### src/rtl/javk_busctl.sv
// JAVK memory bus controller: arbitrates fetch and load/store ports onto
// one 8-bit bus, splitting 16-bit transfers into two little-endian byte cycles.
module javk_busctl #(
    parameter bit FAIR = 1'b1
) (
    input  logic        clk,
    input  logic        rst,
    input  logic        f_req,
    input  logic [15:0] f_addr,
    input  logic        f_wide,
    output logic        f_ack,
    output logic [15:0] f_rdata,
    input  logic        d_req,
    input  logic        d_we,
    input  logic [15:0] d_addr,
    input  logic        d_wide,
    input  logic [15:0] d_wdata,
    output logic        d_ack,
    output logic [15:0] d_rdata,
    input  logic [7:0]  datain,
    output logic [15:0] addrbus,
    output logic        rw,
    output logic [7:0]  dataout,
    output logic        busy
);

    typedef enum logic [1:0] {
        S_IDLE,
        S_LO,
        S_HI,
        S_ACK
    } state_t;

    state_t      state_q, state_d;
    // port_q / last_q: 1 = data port, 0 = fetch port
    logic        port_q;
    logic        last_q;
    logic        wide_q;
    logic        we_q;
    logic [15:0] addr_q;
    logic [15:0] wdata_q;
    logic [7:0]  lo_q;
    logic [15:0] addr_last_q;
    logic [15:0] f_rdata_q;
    logic [15:0] d_rdata_q;
    logic        f_ack_q;
    logic        d_ack_q;
    logic        busy_q;

    logic        any_req;
    logic        pick_data;
    logic [15:0] addr_inc;
    logic        rd_wr;
    logic [15:0] rd_val;

    assign any_req  = f_req | d_req;
    assign addr_inc = addr_q + 16'd1;

    // Data wins a tie unless round-robin says fetch is owed the bus.
    always_comb begin
        pick_data = 1'b0;
        if (d_req) begin
            pick_data = !f_req || !FAIR || !last_q;
        end
    end

    always_comb begin
        state_d = state_q;
        unique case (state_q)
            S_IDLE: if (any_req) state_d = S_LO;
            S_LO:   state_d = wide_q ? S_HI : S_ACK;
            S_HI:   state_d = S_ACK;
            S_ACK:  state_d = S_IDLE;
        endcase
    end

    always_comb begin
        addrbus = addr_last_q;
        rw      = 1'b0;
        dataout = 8'h00;
        unique case (state_q)
            S_LO: begin
                addrbus = addr_q;
                rw      = we_q;
                dataout = wdata_q[7:0];
            end
            S_HI: begin
                addrbus = addr_inc;
                rw      = we_q;
                dataout = wdata_q[15:8];
            end
            S_IDLE, S_ACK: begin
                addrbus = addr_last_q;
            end
        endcase
    end

    // Port rdata only changes on the final byte so it stays stable until ack.
    always_comb begin
        rd_wr  = 1'b0;
        rd_val = 16'h0000;
        if (!we_q) begin
            if (state_q == S_LO && !wide_q) begin
                rd_wr  = 1'b1;
                rd_val = {8'h00, datain};
            end else if (state_q == S_HI) begin
                rd_wr  = 1'b1;
                rd_val = {datain, lo_q};
            end
        end
    end

    always_ff @(posedge clk) begin
        if (rst) begin
            state_q     <= S_IDLE;
            port_q      <= 1'b0;
            last_q      <= 1'b0;
            wide_q      <= 1'b0;
            we_q        <= 1'b0;
            addr_q      <= 16'h0000;
            wdata_q     <= 16'h0000;
            lo_q        <= 8'h00;
            addr_last_q <= 16'h0000;
            f_rdata_q   <= 16'h0000;
            d_rdata_q   <= 16'h0000;
            f_ack_q     <= 1'b0;
            d_ack_q     <= 1'b0;
            busy_q      <= 1'b0;
        end else begin
            state_q <= state_d;
            busy_q  <= (state_d != S_IDLE);
            f_ack_q <= (state_d == S_ACK) && !port_q;
            d_ack_q <= (state_d == S_ACK) && port_q;

            if (state_q == S_IDLE && any_req) begin
                port_q  <= pick_data;
                addr_q  <= pick_data ? d_addr : f_addr;
                wide_q  <= pick_data ? d_wide : f_wide;
                we_q    <= pick_data & d_we;
                wdata_q <= pick_data ? d_wdata : 16'h0000;
            end

            if (state_q == S_LO) begin
                addr_last_q <= addr_q;
                lo_q        <= datain;
            end
            if (state_q == S_HI) begin
                addr_last_q <= addr_inc;
            end

            if (rd_wr) begin
                if (port_q) d_rdata_q <= rd_val;
                else        f_rdata_q <= rd_val;
            end

            if (state_q == S_ACK) begin
                last_q <= port_q;
            end
        end
    end

    assign f_ack   = f_ack_q;
    assign d_ack   = d_ack_q;
    assign f_rdata = f_rdata_q;
    assign d_rdata = d_rdata_q;
    assign busy    = busy_q;

endmodule

### config.mk
export PLATFORM = sky130hd
export DESIGN_NAME = javk_busctl
export DESIGN_NICKNAME = d
export VERILOG_FILES = /design/src/rtl/javk_busctl.sv
export SDC_FILE = /design/constraint.sdc
export NUM_CORES = 1
export LEC_CHECK = 0
export ABC_AREA = 1
export CAP_MARGIN = 5
export CORE_MARGIN = 4
export CORE_UTILIZATION = 52
export DETAILED_ROUTE_END_ITERATION = 10
export PLACE_DENSITY = 0.82
export SYNTH_ARGS = -nofsm -noshare
export SYNTH_HDL_FRONTEND = slang
export SYNTH_SLANG_ARGS = --single-unit
### constraint.sdc
create_clock -name clk -period 4.7 [get_ports clk]
set_clock_uncertainty 0.2 [all_clocks]
set_input_delay 0.94 -clock clk [delete_from_list [all_inputs] [get_ports clk]]
set_output_delay 0.94 -clock clk [all_outputs]
set_load 0.02 [all_outputs]
==> impl_results.md <==
* Num rows at 34
* Post-synthesis mux area share at 0%
* Share of layout cells above drive strength 1 at 4.39%
* Worst-Margin Slew at 0.837 ns
* Diode count at 0
* Fin nets at 840
* R2r setup slk at 1.86 ns
* 1st-iter DRT viols at 314
* Simple-Gate Fraction of Synth Area at 26.4%
* Worst reg-to-reg path cell count at 11
* Pin count of the biggest net entering global routing at 48
* Routability cong. at 0.925
* DR WL/cell at 14.5 um
* Total number of H-tree levels at 3
* Root Driver: clkbuf_8
* Final WS setup at 0.675 ns
* Postcts setup bufs at 0
* PwrDens at 627 nW/um^2
* Latest clock arrival within the worst-skew pair at 0.37 ns
* P&R area growth vs syn at 31.2%
* Die Height at 102 um
* Reg-to-reg startpoint: state_q[1]
* Post-layout min period at 4.02 ns
* Die width at 102 um
* Critical Path Source: state_q[0]
* Max Cap Violations at 0
* Clk buf depth at 2
* Hold Vio Cnt, Final at 0
* Initial antenna violation count at 0
* Worst-path fanout max at 26
* Lkg Pwr at 2.62 nW
* Compound-cell area share of the yosys netlist at 20.2%
* Ports at 123
* Drt drc at 0
* Syn Inst Count at 670
* Sink Count at 97
* Rel. slew slack at 44.2%
* Syn Area/Cell at 6.88 um^2
* Hold_sp: d_rdata[7]
* Seq cells post-synth at 97
* Core ar. at 8680 um^2
* Initial Util at 53.1%
* Worst path required time at 3.56 ns
* Fin util at 69.7%
* Routed wire length at 12.8 mm
* CTS Hold Bufs at 0
* GR Overflow Total at 0
* Final slew viol count at 0
* CP startpoint kind: register
* Clock Pin Slew Worst Setup and Hold Paths at 0.10 ns
* Final setup viols at 0
* Max Used Layer: met4
* Buffers on Ports at 122
* Post-Place Setup Slack at 1.17 ns
* Fmax at 248 MHz
* Post-Synth XOR/XNOR Area at 0%
* RSZ-0062 raised after global routing: no
* Worst r2r dst: d_rdata[7]
* Seq/Total Area, Yosys at 42.1%
* CTS tree: built
* Post-CTS resize count at 0
* Cts bufs inserted at 9
* Metal-1 WL at 5.42 mm
* Fraction of the mapped netlist area in adder cells at 1.90%
* Critical setup path kind: register to primary output
* Largest family of logic cells by synthesized area: simple AND/OR/NAND/NOR gates
* Ys Warns at 0
* Worst EP arrival at 2.88 ns
* Total negative setup slack at 0 ns
* Netlist cell types at 27
* Post-detail-place hpwl at 9.29 mm
* Metal2 WL at 6.12 mm
* Vias in the first global route at 4562
* Metal3 WL at 1.12 mm
* Final critical-path share of the clock period at 85.6%
* DR vias/cell at 5.53
* First-pass GRT wire length at 20.8 mm
* Post-route ant nets at 0
* Hold Path Class: register to register
* Peak supply drop at 0.417 mV
* Worst hold slack at 0.257 ns
* Syn_nets at 740
* Hold Path Cell Cnt at 2
* Mapped Area at 4610 um^2
* Element type at the critical path end: primary output
* Drt pass-1 iters at 7
* Tot GR Track Use at 24.5%
* Status: completed
* WHS Endpoint: d_rdata[7]
* Die Area at 10400 um^2
* Vias at 4887
-- layer usage --
| layer | GRT usage, % | up-vias |
|---|---|---|
| met5 | 0 | - |
| met4 | 6.05 | 0 |
| met3 | 3.96 | 15 |
| met2 | 41.9 | 236 |
| met1 | 32.5 | 2232 |
| li1 | - | 2404 |
-- cell usage after synthesis --
master	n	area [um^2]
nand2_1	135	507
o21ai_0	99	495
dfxtp_1	97	1940
nor2_1	78	293
inv_1	62	233
nand3_1	56	280
a21oi_1	39	195
clkbuf_1	27	101
a31oi_1	20	125
a22oi_1	10	75.1
nor3_1	9	45.0
buf_2	7	35.0
ha_1	7	87.6
inv_2	4	15.0
buf_1	3	11.3
nor2_8	3	60.1
buf_6	2	22.5
clkinv_1	2	7.51
nand4_1	2	12.5
a22o_1	1	8.76
buf_4	1	7.51
nand2_2	1	6.26
nand2_4	1	11.3
o221ai_1	1	8.76
o22ai_1	1	6.26
o31ai_1	1	7.51
o32ai_1	1	8.76
-- flip-flops by register name, indices dropped and copies added (netlist names), 2 cells and up --
signal	count
state_q	2
addr_q	16
wdata_q	16
addr_last_q	16
lo_q	8
d_rdata	16
f_rdata	16
-- cells in the final DEF, fill, tap and decap left out --
cell | synthesis | layout
dfxtp_1 | 97 | 97
inv_1 | 62 | 61
inv_6 | 0 | 3
nand2_4 | 1 | 1
ha_1 | 7 | 7
clkdlybuf4s50_1 | 0 | 122
nor2_1 | 78 | 77
nand2_1 | 135 | 135
a21oi_1 | 39 | 39
clkbuf_8 | 0 | 9
clkinv_2 | 0 | 1
nand3_1 | 56 | 56
buf_4 | 1 | 7
a31oi_1 | 20 | 20
nand4_1 | 2 | 2
a22oi_1 | 10 | 10
nor3_1 | 9 | 9
inv_8 | 0 | 1
a22o_1 | 1 | 1
clkinv_1 | 2 | 2
inv_2 | 4 | 5
o31ai_1 | 1 | 1
nand2_2 | 1 | 1
o221ai_1 | 1 | 1
bufinv_16 | 0 | 1
clkinv_4 | 0 | 1
o32ai_1 | 1 | 1
o21ai_0 | 99 | 99
nor2_8 | 3 | 3
nor2_2 | 0 | 1
o22ai_1 | 1 | 1
-- power by group --
part	total, mW	switching (mW)	internal (mW)
clock network	0.571	0.315	0.256
logic	1.94	1.20	0.736
registers	1.28	0.200	1.08
-- worst max path at each step --
stage                     slack [ns]           to
after CTS                       0.74   addrbus[1]
after detailed placement        1.17   addrbus[1]
after floorplan                 1.69   addrbus[3]
final                           0.68   addrbus[1]
after global placement          1.18   addrbus[1]
after global routing            0.52  addrbus[13]
-- cell type report --
cell class,count,area (um^2)
fill,734,2630
multi-input combinational,465,2240
sequential,97,1940
timing repair buffer,129,1270
inverter,68,255
tap,108,135
clock buffer,9,124
clock inverter,7,81.3
-- cells by family after synthesis --
kind of cell             Yosys count
adder cells (fa/ha/maj)            7
AND/OR/NAND/NOR                  285
flip-flops                        97
buffers and inverters            108
AO/OA/AOI/OAI                    173
-- metrics by stage --
| stage | instance area (um^2) | power, mW | instances |
|---|---|---|---|
| after global routing | 6050 | 4.06 | 883 |
| final | 6050 | 3.79 | 883 |
| after detailed placement | 5840 | 3.22 | 867 |
| after floorplan | 4610 | 2.51 | 670 |
| after global placement | 5840 | 3.17 | 867 |
| after CTS | 6050 | 3.78 | 883 |
-- worst max-delay path, stage by stage (launching register included) --
cell,delay [ns]
dfxtp_1,0.42
inv_1,0.09
ha_1,0.34
inv_1,0.58
a22o_1,0.26
nand2_1,0.05
o21ai_0,0.10
clkdlybuf4s50_1,0.66
Power figures use the tool's default switching activity.
